File: src/rtl/dmem_wait_responder_if.sv
// Single-port processor data bus between the core (master) and a data memory (slave).
interface dmem_wait_responder_if;
  logic        memwrite;
  logic        memread;
  logic [31:0] dataadr;
  logic [31:0] writedata;
  logic [31:0] readdata;
  logic        ready;

  modport master (
    output memwrite, memread, dataadr, writedata,
    input  readdata, ready
  );

  modport slave (
    input  memwrite, memread, dataadr, writedata,
    output readdata, ready
  );
endinterface

File: src/rtl/dmem_wait_responder.sv
// Data memory with a programmable wait-state handshake and a sticky store checker
// that reports pass (done) or fail from committed stores.
module dmem_wait_responder #(
  parameter int unsigned DEPTH_WORDS = 64,
  parameter int unsigned WAIT_STATES = 2,
  parameter int unsigned DONE_ADDR   = 84,
  parameter int unsigned DONE_DATA   = 7,
  parameter int unsigned ALLOW_ADDR  = 80
) (
  input  logic                 clk,
  input  logic                 reset,
  dmem_wait_responder_if.slave bus,
  output logic                 done,
  output logic                 fail,
  output logic [15:0]          wr_count
);

  localparam int unsigned      IDX_W      = (DEPTH_WORDS > 1) ? $clog2(DEPTH_WORDS) : 1;
  localparam int unsigned      CNT_W      = 4;
  localparam logic [CNT_W-1:0] WCNT_INIT  = (WAIT_STATES > 0) ? CNT_W'(WAIT_STATES - 1) : '0;
  localparam logic [31:0]      BYTE_LIMIT = 32'(4 * DEPTH_WORDS);

  typedef enum logic [1:0] {S_IDLE, S_WAIT, S_RESP} state_t;

  state_t           state_q, state_d;
  logic [CNT_W-1:0] wcnt_q, wcnt_d;
  logic             accept;
  logic             op_wr_q;
  logic [31:0]      addr_q, wdata_q;
  logic [31:0]      readdata_q;
  logic             ready_q;
  logic [31:0]      mem [DEPTH_WORDS];

  logic             in_idle, enter_resp, cur_wr, addr_ok;
  logic [31:0]      cur_addr, cur_wdata;
  logic [IDX_W-1:0] idx;

  // Next-state logic for the IDLE -> WAIT -> RESP handshake
  always_comb begin
    state_d = state_q;
    wcnt_d  = wcnt_q;
    accept  = 1'b0;
    case (state_q)
      S_IDLE: begin
        if (bus.memwrite || bus.memread) begin
          accept = 1'b1;
          if (WAIT_STATES > 0) begin
            state_d = S_WAIT;
            wcnt_d  = WCNT_INIT;
          end else begin
            state_d = S_RESP;
          end
        end
      end
      S_WAIT: begin
        if (wcnt_q == '0) state_d = S_RESP;
        else              wcnt_d  = wcnt_q - CNT_W'(1);
      end
      S_RESP:  state_d = S_IDLE;
      default: state_d = S_IDLE;
    endcase
  end

  // With no wait states the commit coincides with accept, so use the live bus in IDLE
  always_comb begin
    in_idle    = (state_q == S_IDLE);
    cur_wr     = in_idle ? bus.memwrite  : op_wr_q;
    cur_addr   = in_idle ? bus.dataadr   : addr_q;
    cur_wdata  = in_idle ? bus.writedata : wdata_q;
    enter_resp = (state_d == S_RESP) && (state_q != S_RESP);
    addr_ok    = (cur_addr[1:0] == 2'b00) && (cur_addr < BYTE_LIMIT);
    idx        = cur_addr[IDX_W+1:2];
  end

  always_ff @(posedge clk or negedge reset) begin
    if (!reset) begin
      state_q <= S_IDLE;
      wcnt_q  <= '0;
      op_wr_q <= 1'b0;
      addr_q  <= '0;
      wdata_q <= '0;
    end else begin
      state_q <= state_d;
      wcnt_q  <= wcnt_d;
      if (accept) begin
        op_wr_q <= bus.memwrite;
        addr_q  <= bus.dataadr;
        wdata_q <= bus.writedata;
      end
    end
  end

  // Response path and RAM; RAM contents survive reset but no write happens during it
  always_ff @(posedge clk or negedge reset) begin
    if (!reset) begin
      readdata_q <= '0;
      ready_q    <= 1'b0;
      wr_count   <= '0;
    end else begin
      ready_q <= enter_resp;
      if (enter_resp) begin
        readdata_q <= (!cur_wr && addr_ok) ? mem[idx] : '0;
      end else if (state_q == S_RESP) begin
        readdata_q <= '0;
      end
      if (enter_resp && cur_wr && addr_ok) begin
        mem[idx] <= cur_wdata;
        if (wr_count != 16'hFFFF) wr_count <= wr_count + 16'd1;
      end
    end
  end

  // Checker judges the raw address at accept; the first verdict freezes both flags
  always_ff @(posedge clk or negedge reset) begin
    if (!reset) begin
      done <= 1'b0;
      fail <= 1'b0;
    end else if (accept && bus.memwrite && !done && !fail) begin
      if (bus.dataadr == 32'(DONE_ADDR) && bus.writedata == 32'(DONE_DATA)) begin
        done <= 1'b1;
      end else if (bus.dataadr != 32'(ALLOW_ADDR)) begin
        fail <= 1'b1;
      end
    end
  end

  assign bus.readdata = readdata_q;
  assign bus.ready    = ready_q;

endmodule

File: src/flat_wrapper.sv
// flat-port wrapper written by rule: the top's interface ports become plain ports
module dmem_wait_responder_flat 
#(
  parameter int unsigned DEPTH_WORDS = 64,
  parameter int unsigned WAIT_STATES = 2,
  parameter int unsigned DONE_ADDR   = 84,
  parameter int unsigned DONE_DATA   = 7,
  parameter int unsigned ALLOW_ADDR  = 80
)
  (clk, reset, done, fail, wr_count, bus_memwrite, bus_memread, bus_dataadr, bus_writedata, bus_readdata, bus_ready);
  dmem_wait_responder_if bus_i ();
  input  logic clk;
  input  logic reset;
  output logic done;
  output logic fail;
  output logic [15:0] wr_count;
  input wire logic [$bits(bus_i.memwrite)-1:0] bus_memwrite;
  input wire logic [$bits(bus_i.memread)-1:0] bus_memread;
  input wire logic [$bits(bus_i.dataadr)-1:0] bus_dataadr;
  input wire logic [$bits(bus_i.writedata)-1:0] bus_writedata;
  output wire logic [$bits(bus_i.readdata)-1:0] bus_readdata;
  output wire logic [$bits(bus_i.ready)-1:0] bus_ready;
  assign bus_i.memwrite = bus_memwrite;
  assign bus_i.memread = bus_memread;
  assign bus_i.dataadr = bus_dataadr;
  assign bus_i.writedata = bus_writedata;
  assign bus_readdata = bus_i.readdata;
  assign bus_ready = bus_i.ready;
  dmem_wait_responder #(.DEPTH_WORDS(DEPTH_WORDS), .WAIT_STATES(WAIT_STATES), .DONE_ADDR(DONE_ADDR), .DONE_DATA(DONE_DATA), .ALLOW_ADDR(ALLOW_ADDR)) u_core (.clk(clk), .reset(reset), .bus(bus_i), .done(done), .fail(fail), .wr_count(wr_count));
endmodule
File: config.mk
export PLATFORM = sky130hd
export DESIGN_NAME = dmem_wait_responder_flat
export DESIGN_NICKNAME = d
export VERILOG_FILES = /design/src/rtl/dmem_wait_responder_if.sv /design/src/rtl/dmem_wait_responder.sv /design/src/flat_wrapper.sv
export SDC_FILE = /design/constraint.sdc
export NUM_CORES = 2
export LEC_CHECK = 0
export CORE_ASPECT_RATIO = 0.5
export CORE_MARGIN = 10
export CORE_UTILIZATION = 40
export DETAILED_ROUTE_END_ITERATION = 12
export GPL_ROUTABILITY_DRIVEN = 0
export PLACE_DENSITY_LB_ADDON = 0.25
export SYNTH_ARGS = -nofsm -noshare
export SYNTH_HDL_FRONTEND = slang
export SYNTH_SLANG_ARGS = --single-unit
File: constraint.sdc
create_clock -name clk -period 5.05 [get_ports clk]
set_input_delay 0.505 -clock clk [delete_from_list [all_inputs] [get_ports clk]]
set_output_delay 0.505 -clock clk [all_outputs]
set_load 0.02 [all_outputs]
==> flow_metrics.env <==
export IMPL_outcome="finished, violations left"
export IMPL_violations="capacitance limit, slew limit"
export IMPL_whs_ps=189
export IMPL_synth_edff_count=2048
export IMPL_clkPwrFrac_pct=24.5
export IMPL_path_clk_slew_ps=70
export IMPL_die_area_mm2=0.224
export IMPL_p_int_uw=36700
export IMPL_ys_flop_type="edfxtp_1"
export IMPL_seq_area_frac_synth_pct=79.1
export IMPL_finalHoldViolations=0
export IMPL_multiInputGateArea_mm2=0.0161
export IMPL_cts_setup_buffers=0
export IMPL_syn_inst=5300
export IMPL_detail_route_vias_per_cell=6.41
export IMPL_timing_final_crit_share_pct=95.1
export IMPL_min_path_type="input port to async pin"
export IMPL_seq_power_share_pct=40.5
export IMPL_netlist_top_cells_count="edfxtp_1 (2048), nand2_1 (787), o22ai_1 (511)"
export IMPL_p_leak_uw=0.0310
export IMPL_critPathBufInv=2
export IMPL_setup_violations=0
export IMPL_min_period_ps=4800
export IMPL_slew_headroom_pct=-0.732
export IMPL_rr_endpoint="u_core.bus.readdata[19]$_DFFE_PN0P_"
export IMPL_detailed_place_area_mm2=0.0889
export IMPL_clock_latency_ps=860
export IMPL_cp_slowest_cell="nor4_1"
export IMPL_cts_buffers=193
export IMPL_cts_repair_resized=0
export IMPL_syn_area_mm2=0.0816
export IMPL_avgSynthCellArea_um2=15.4
export IMPL_syn2layout_area_growth_pct=16.4
export IMPL_num_vias=54706
export IMPL_ir_worst_vdd_uv=701
export IMPL_cts_root_buffer="clkbuf_16"
export IMPL_reg2reg_slack_ps=250
export IMPL_crit_path_end_kind="flop"
export IMPL_syn_num_nets=5371
export IMPL_start_util_pct=40.1
export IMPL_drt_iter0_drc=9594
export IMPL_wirelength_um=308000
export IMPL_cp_common_cell="buf_4"
export IMPL_ys_warn_count=0
export IMPL_r2r_start="u_core.state_q[1]$_DFF_PN0_"
export IMPL_worst_slew_pin_slew_ps=1510
export IMPL_rsz0062_at_grt="false"
export IMPL_final_nets=5701
export IMPL_critPathMaxStageDelay_ps=1110
export IMPL_synth_distinct_cells=66
export IMPL_criticalPathCategory="flop to flop"
export IMPL_ioPinCount=119
export IMPL_postLayoutCellArea_mm2=0.0950
export IMPL_drt_pass1_iterations=6
export IMPL_synth_area_leader_cell="edfxtp_1"
export IMPL_cts_tree="built"
export IMPL_dpl_cell_count=8171
export IMPL_seq_area_mm2=0.0646
export IMPL_worstRegToRegCells=9
export IMPL_holdBufCountCts=1
export IMPL_antenna_found_initial=20
export IMPL_hpwl_um=180000
export IMPL_p_switching_uw=22500
export IMPL_required_ps=5840
export IMPL_async_flop_share_pct=5.62
export IMPL_combPwrFrac_pct=35.0
export IMPL_die_w_um=659
export IMPL_critPathTopFamily="simple AND/OR/NAND/NOR gates"
export IMPL_yosysMostFrequentCell="edfxtp_1"
export IMPL_fp_row_count=117
export IMPL_grt_pass1_vias=51038
export IMPL_instances_no_fill=8534
export IMPL_cp_arrival_ps=5590
export IMPL_clock_sinks=2170
export IMPL_final_antenna_net_count=0
export IMPL_drcViolationCount=0
export IMPL_sw_frac_of_total_pct=38.0
export IMPL_drv_slew=4
export IMPL_grt_total_usage_pct=26.5
export IMPL_fmax_ghz=0.208
export IMPL_die_y_um=339
export IMPL_overflow=0
export IMPL_fillers=17381
export IMPL_grt_max_degree=105
export IMPL_cts_max_level=4
export IMPL_p_per_area_mw_per_mm2=623
export IMPL_core_mm2=0.203
export IMPL_path_cells="nor2_4 > buf_4 > nor3_1 > a21oi_1 > or2_2 > buf_4 > nor2_1 > nor4_1 > a22o_1"
export IMPL_wl_per_cell_um=36.1
export IMPL_synth_seq_cells=2170
export IMPL_finalSetupTns_ps=0
export IMPL_synth_area_leaders="edfxtp_1 (75%), o22ai_1 (3.9%), dfrtp_1 (3.7%)"
export IMPL_cts_max_path_buffers=3
export IMPL_worstSetupStartpointType="flop"
export IMPL_grt_pass1_wl_um=418000
export IMPL_layout_drive_gt1_share_pct=13.8
export IMPL_drv_cap=1
export IMPL_finClkSkew_ps=28.9
export IMPL_cp_max_fo=38
export IMPL_yosys_area_top_type_share_pct=75.4
export IMPL_io_buffers=118
cell usage in the layout (no fill, tap or decap), types with 99 or more instances in the layout:
cell,synthesis,routed
o22ai_1,511,511
a31oi_1,99,99
nand2_1,787,747
nor2_1,257,191
nand3_1,121,121
clkbuf_16,0,197
buf_4,34,257
edfxtp_1,2048,2048
clkdlybuf4s50_1,0,117
a21oi_1,361,360
dfrtp_1,122,122
layer usage:
layer  share of wire, %  track usage, %
met1                 38            37.2
met2                 44            39.5
met3                 14            7.32
met4                4.0            9.78
met5              0.031               0
worst max-delay path by stage:
stage / start / endpoint / cells after the start
floorplan: bus_dataadr[3] / u_core.mem[10][0]$_DFFE_PP_ / 9
global placement: bus_dataadr[4] / u_core.bus.readdata[19]$_DFFE_PN0P_ / 10
detailed placement: bus_dataadr[4] / u_core.bus.readdata[19]$_DFFE_PN0P_ / 10
CTS: u_core.state_q[1]$_DFF_PN0_ / u_core.bus.readdata[19]$_DFFE_PN0P_ / 9
global route: u_core.state_q[1]$_DFF_PN0_ / u_core.bus.readdata[19]$_DFFE_PN0P_ / 9
finish: u_core.state_q[1]$_DFF_PN0_ / u_core.bus.readdata[19]$_DFFE_PN0P_ / 9
registers in the layout (all words and copies together), names as in the netlist:
| register | count |
|---|---|
| u_core.wr_count | 16 |
| u_core.fail | 1 |
| u_core.mem | 2048 |
| u_core.done | 1 |
| u_core.wcnt_q | 4 |
| u_core.state_q | 2 |
| u_core.bus.ready | 1 |
| u_core.bus.readdata | 32 |
| u_core.addr_q | 32 |
| u_core.wdata_q | 32 |
| u_core.op_wr_q | 1 |
logic make-up (layout without fill, tap and decap cells):
family / after synthesis / after routing / share of synthesized area (%)
flops: 2170 / 2170 / 79.1
mux: 118 / 118 / 1.57
other cells: 0 / 9 / 0
xor+xnor: 16 / 16 / 0.172
simple gates: 1428 / 1428 / 7.52
fa+ha+maj: 3 / 3 / 0.0460
buf+inv: 332 / 820 / 2.00
compound gates: 1233 / 1233 / 9.56
power groups by stage:
stage          Clock [uW]  Combinational, uW  Sequential, uW
3_3_place_gp            0              19600           24300
2_1_floorplan           0              10400           24400
5_1_grt             15200              21300           24000
3_5_place_dp            0              19900           24300
6_report            14500              20700           24000
4_1_cts             14500              20000           23900
cell type report:
cell class	instances	share of cell area (%)
clock buffer	255	5.53
antenna	9	0.0237
tap	2737	3.61
timing repair buffer	460	5.06
clock inverter	98	0.835
multi-input combinational	2798	16.9
inverter	7	0.0277
sequential	2170	68.0
stage by stage:
stage	setup slack [ps]	total power [uW]	utilization [%]
2_1_floorplan	1120	34800	-
3_3_place_gp	497	43900	43.7
3_5_place_dp	504	44300	43.7
4_1_cts	649	58400	46.7
5_1_grt	377	60500	46.7
6_report	248	59100	46.7
No activity file was read; power rests on OpenSTA's default activity.
